File: src/rtl/ifu_prefetch.sv
// Instruction prefetch unit: issues sequential cache reads, tracks in-flight
// requests, buffers returned instructions and handles redirects.
// Optional build macro IFU_FETCH_STATS_EN adds fetch/discard statistic counters.
module ifu_prefetch #(
   parameter int                ADDR_W    = 32,
   parameter int                CACHE_AW  = 25,
   parameter int                DEPTH     = 4,
   parameter int                MAX_OUTST = 2,
   parameter logic [ADDR_W-1:0] RESET_PC  = '0
) (
   input  logic                clk,
   input  logic                rst,
   input  logic                jtag_reset_i,
   input  logic                jump_flag_i,
   input  logic [ADDR_W-1:0]   jump_addr_i,
   output logic [31:0]         inst_o,
   output logic [ADDR_W-1:0]   inst_addr_o,
   output logic                inst_valid_o,
   input  logic                inst_ready_i,
   output logic [CACHE_AW-1:0] o_p_addr,
   output logic                o_p_read,
   output logic                o_p_write,
   output logic [3:0]          o_p_byte_en,
   output logic [31:0]         o_p_writedata,
   input  logic [31:0]         i_p_readdata,
   input  logic                i_p_readdata_valid,
   input  logic                i_p_waitrequest
`ifdef IFU_FETCH_STATS_EN
   ,
   output logic [31:0]         stat_fetched_o,
   output logic [31:0]         stat_discarded_o
`endif
);

   localparam int BW  = $clog2(DEPTH);
   localparam int CW  = $clog2(DEPTH + 1);
   localparam int PW  = (MAX_OUTST > 1) ? $clog2(MAX_OUTST) : 1;
   localparam int PAW = CACHE_AW - 2;
   localparam logic [CW:0]   DEPTH_LIM = (CW + 1)'(DEPTH);
   localparam logic [CW-1:0] OUTST_LIM = CW'(MAX_OUTST);
   localparam logic [PW-1:0] PF_LAST   = PW'(MAX_OUTST - 1);

   logic [ADDR_W-1:0] pc;
   logic [CW-1:0]     count;
   logic [CW-1:0]     outst;
   logic [CW-1:0]     discard;
   logic [BW-1:0]     wr_ptr;
   logic [BW-1:0]     rd_ptr;
   logic [PW-1:0]     pf_wr;
   logic [PW-1:0]     pf_rd;
   logic [31:0]       buf_data [DEPTH];
   logic [ADDR_W-1:0] buf_addr [DEPTH];
   logic [ADDR_W-1:0] pf_mem   [MAX_OUTST];
   logic [CW:0]       used;
   logic              any_rst;
   logic              accept;
   logic              retire;
   logic              drop;
   logic              push;
   logic              pop;

   function automatic logic [PW-1:0] pf_next(input logic [PW-1:0] p);
      return (p == PF_LAST) ? '0 : p + 1'b1;
   endfunction

   assign any_rst = rst | jtag_reset_i;

   // Credit counts both buffered entries and every in-flight read (including
   // ones already marked for discard), so a push can never find the buffer full.
   assign used     = {1'b0, count} + {1'b0, outst};
   assign o_p_read = !any_rst && !jump_flag_i && (outst < OUTST_LIM) && (used < DEPTH_LIM);
   assign o_p_addr = CACHE_AW'(pc[PAW-1:0]);
   assign accept   = o_p_read && !i_p_waitrequest;

   // Responses with nothing outstanding (e.g. after reset) are ignored.
   assign retire = i_p_readdata_valid && (outst != '0);
   assign drop   = retire && ((discard != '0) || jump_flag_i);
   assign push   = retire && !drop;
   assign pop    = (count != '0) && inst_ready_i;

   assign inst_valid_o = (count != '0);
   assign inst_o       = inst_valid_o ? buf_data[rd_ptr] : '0;
   assign inst_addr_o  = inst_valid_o ? buf_addr[rd_ptr] : '0;

   assign o_p_write     = 1'b0;
   assign o_p_byte_en   = '0;
   assign o_p_writedata = '0;

   // Fetch PC, request tracking, discard accounting and buffer pointers.
   always_ff @(posedge clk) begin
      if (any_rst) begin
         pc      <= RESET_PC;
         outst   <= '0;
         discard <= '0;
         count   <= '0;
         wr_ptr  <= '0;
         rd_ptr  <= '0;
         pf_wr   <= '0;
         pf_rd   <= '0;
      end else begin
         // Stale requests stay counted in outst until their responses retire;
         // discard marks how many of the oldest ones must be thrown away.
         outst <= outst + CW'(accept) - CW'(retire);
         if (accept) pf_wr <= pf_next(pf_wr);
         if (retire) pf_rd <= pf_next(pf_rd);
         if (jump_flag_i) begin
            pc      <= jump_addr_i;
            discard <= outst - CW'(retire);
            count   <= '0;
            rd_ptr  <= wr_ptr;
         end else begin
            if (accept) pc <= pc + 1'b1;
            if (retire && (discard != '0)) discard <= discard - 1'b1;
            if (push) wr_ptr <= wr_ptr + 1'b1;
            if (pop)  rd_ptr <= rd_ptr + 1'b1;
            count <= count + CW'(push) - CW'(pop);
         end
      end
   end

   // Remember the PC of each accepted request for pairing with its response.
   always_ff @(posedge clk) begin
      if (accept) pf_mem[pf_wr] <= pc;
   end

   // Store accepted instruction data alongside its request PC.
   always_ff @(posedge clk) begin
      if (push) begin
         buf_data[wr_ptr] <= i_p_readdata;
         buf_addr[wr_ptr] <= pf_mem[pf_rd];
      end
   end

`ifdef IFU_FETCH_STATS_EN
   // Wrapping counters of buffered and discarded responses.
   always_ff @(posedge clk) begin
      if (any_rst) begin
         stat_fetched_o   <= '0;
         stat_discarded_o <= '0;
      end else begin
         if (push) stat_fetched_o   <= stat_fetched_o + 1'b1;
         if (drop) stat_discarded_o <= stat_discarded_o + 1'b1;
      end
   end
`endif

endmodule

File: config.mk
export PLATFORM = sky130hd
export DESIGN_NAME = ifu_prefetch
export DESIGN_NICKNAME = d
export VERILOG_FILES = /design/src/rtl/ifu_prefetch.sv
export SDC_FILE = /design/constraint.sdc
export NUM_CORES = 1
export LEC_CHECK = 0
export CORE_MARGIN = 4
export CORE_UTILIZATION = 48
export CTS_BUF_LIST = sky130_fd_sc_hd__clkbuf_8
export DETAILED_ROUTE_END_ITERATION = 6
export PLACE_DENSITY = 0.69
export SLEW_MARGIN = 10
export SYNTH_ARGS = -nofsm -noshare
export SYNTH_HDL_FRONTEND = slang
export SYNTH_SLANG_ARGS = --single-unit
export TNS_END_PERCENT = 5
File: constraint.sdc
create_clock -name clk -period 10.4 [get_ports clk]
set_input_delay 2.6 -clock clk [delete_from_list [all_inputs] [get_ports clk]]
set_output_delay 2.6 -clock clk [all_outputs]
set_load 0.05 [all_outputs]
==> impl_metrics.tcl <==
set metrics [dict create \
    ys_ff_latch 370 \
    final_antenna_net_count 0 \
    rrSetupSlack_ps 7390 \
    grt_pass1_wl_mm 47.9 \
    crit_path_end_kind "primary output" \
    cp-endpoint "o_p_read" \
    drt-met1-wl_mm 13.4 \
    dieArea_mm2 0.0348 \
    drcViolationCount 0 \
    period_share 0.696 \
    cp.depth 6 \
    synth_top_area_frac 0.628 \
    dr_wl_met2_mm 15.1 \
    regArea_mm2 0.0106 \
    async_flop_share 0 \
    cp_slowest_cell "clkdlybuf4s50_1" \
    cap_viol_max_count 0 \
    io_pins 199 \
    place_congestion 0.775 \
    status "finished, final reports clean" \
    firstDrtPassIters 5 \
    crit_buf_inv 3 \
    hold_path_class "reg -> reg" \
    synthFlopType "edfxtp_1" \
    via_count 8183 \
    required_ps 7800 \
    slew_violations 0 \
    worstSetupStartpointType "input pin" \
    numCtsBuffers 59 \
    worst-setup-path-type "in -> out" \
    worstMarginPinSlew_ps 1080 \
    finish.instance_area_mm2 0.0182 \
    cts_setup_buffers 0 \
    highest_layer "met4" \
    setup_slack_ps 3160 \
    synth_area_mm2 0.0153 \
    path_max_fanout 34 \
    initial_core_util 0.487 \
    syn_inst 924 \
    die_h_um 187 \
    final_nets 1170 \
    p_total_w 0.00302 \
    place_hpwl_mm 17.8 \
    rows 65 \
    io_buffers 159 \
    cp_cell_sequence "clkdlybuf4s50_1 > buf_4 > nor3_4 > nand2_1 > a31oi_1 > clkdlybuf4s50_1" \
    syn_area_per_cell_um2 16.6 \
    clk_pin_slew_ps 60 \
    grt_pass1_vias 8484 \
    hold_buffers 0 \
    skew_ps 17.6 \
    r2r_cells 11 \
    insertedDiodeCount 0 \
    placed_cell_area_mm2 0.0169 \
    drtIter0Drc 562 \
    leakage_nw 6.00 \
    core_area_mm2 0.0315 \
    htreeDepth 2 \
    routedWlPerCell_um 20.0 \
    fill_cells 2434 \
    dpl_worst_slack_ps 3170 \
    finalHoldViolCount 0 \
    insertion_delay_ps 580 \
    worst_hold_slack_ps 523 \
    synthTopCellsByArea "edfxtp_1 63%, mux4_2 9.4%, dfxtp_1 6.5%" \
    arrival_ps 4640 \
    root_buffer "clkbuf_8" \
    finalSetupViolCount 0 \
    dr_wl_met3_mm 1.73 \
    worst_path_dominant_cell_family "buffers and inverters" \
    cellPowerDensity_mw_per_mm2 166 \
    cts_tree "built" \
    rsz0062_at_grt "no" \
    drive_gt1_frac 0.180 \
    ys_types 57 \
    ir_drop_v 0.000106 \
    startpoint "jump_flag_i" \
    die_w_um 187 \
    crit_top_cell "clkdlybuf4s50_1" \
    multi_input_area_mm2 0.00411 \
    grt_usage 0.173 \
    syn_to_final_growth_pct 18.6 \
    synth_top_area_cell "edfxtp_1" \
    antenna_found_initial 0 \
    period_minus_slack_ps 7240 \
    slew_headroom 0.277 \
    rr_startpoint "outst[2]" \
    postCtsResizedCells 0 \
    wl_mm 30.7 \
    finalSetupTns_ps 0 \
    cp_slowest_stage_delay_ps 840 \
    vias_per_cell 5.35 \
    synth_edf_count 320 \
    ys_seq_area_frac 0.693 \
    grt_max_degree 68 \
    clk_path_buf_depth 3 \
    r2r-end "outst[2]" \
    fmax_ghz 0.138 \
    ys_warn_count 0 \
    clock_sinks 370 \
    overflow 0 \
]
==> synthesized netlist by cell type (3+ instances only) <==
library cell  number
a211oi_1           4
a21oi_1           18
a31oi_1            9
a32oi_1            3
and2_1            79
and3_1             9
buf_1              4
buf_2             10
buf_4             64
buf_6              3
clkbuf_1          27
dfxtp_1           50
edfxtp_1         320
ha_1              16
inv_1             19
mux2_2            32
mux4_2            64
nand2_1           33
nand2b_1           3
nand3_1           21
nand4_1           16
nor2_1            30
nor3_1             8
o211ai_1           6
o21ai_0           15
o311ai_1           3
or3_1              4
xnor2_1           10
xor2_1             5
==> worst register-to-register path: cells and delay by family, from the launching register on <==
family	cells	cell delay, ps
and+or+nand+nor	3	550
buffers and inverters	3	620
adders and majority gates	4	1190
DFF	1	400
xor gates and xnor gates	1	130
==> layout make-up <==
class / instances / area share
Timing Repair Buffer: 166 / 0.0905
Clock buffer: 69 / 0.0523
Tap cell: 402 / 0.0277
Sequential cell: 370 / 0.585
Multi-Input combinational cell: 464 / 0.226
Clock inverter: 39 / 0.0143
Inverter: 20 / 0.00413
==> stage by stage <==
stage	utilization	cells
after global routing	0.577	1530
after CTS	0.577	1530
after detailed placement	0.538	1422
final	0.577	1530
after floorplan	-	962
after global placement	0.538	1422
==> sequential cells by signal (all words and copies together) (netlist names), 3 cells and up, named ones only <==
name / cells
buf_addr: 128
buf_data: 128
count: 3
discard: 3
outst: 3
pc: 32
pf_mem: 64
==> metal layers <==
metal	track usage	up-vias
met5	0	-
met4	0.0461	0
met3	0.0368	39
met2	0.291	285
met1	0.233	4095
li1	-	3764
==> power by group <==
part	switching (W)	internal, W	leakage, nW
sequential	0.0000165	0.00162	3.30
clock	0.000544	0.000699	0.683
combinational	0.0000883	0.0000559	2.02
==> how the worst min path moves through the flow <==
| stage | cells past startpoint | start | slack, ps | to |
|---|---|---|---|---|
| 2_1_floorplan | 0 | pc[19] | 450 | pf_mem[0][19] |
| 5_1_grt | 0 | pc[30] | 530 | pf_mem[1][30] |
| 4_1_cts | 0 | pc[30] | 520 | pf_mem[0][30] |
| 6_report | 0 | pc[30] | 520 | pf_mem[1][30] |
| 3_5_place_dp | 0 | pc[30] | 490 | pf_mem[1][30] |
| 3_3_place_gp | 0 | pc[30] | 480 | pf_mem[0][30] |
==> kinds of logic (layout without fill, tap and decap cells) <==
family / count (synthesis) / count (layout) / synth area share
xor+xnor: 15 / 15 / 0.00858
compound gates: 70 / 70 / 0.0297
simple gates: 221 / 221 / 0.0820
other cells: 1 / 39 / 0.000245
buf+inv: 128 / 294 / 0.0494
fa+ha+maj: 18 / 18 / 0.0157
flops: 370 / 370 / 0.693
mux: 101 / 101 / 0.121
==> placed cells by master, fill, tap and decap left out, drive strengths merged, types with 9 or more instances in the layout <==
| cell type | n |
|---|---|
| a21oi | 19 |
| a31oi | 9 |
| and2 | 80 |
| and3 | 9 |
| clkbuf | 69 |
| clkdlybuf4s50 | 159 |
| clkinv | 16 |
| conb | 39 |
| dfxtp | 50 |
| edfxtp | 320 |
| ha | 16 |
| inv | 38 |
| mux2 | 35 |
| mux4 | 64 |
| nand2 | 33 |
| nand3 | 23 |
| nand4 | 18 |
| nor2 | 30 |
| nor3 | 10 |
| o21ai | 16 |
| xnor2 | 10 |
Note: power is estimated with default switching activity, not from simulation.
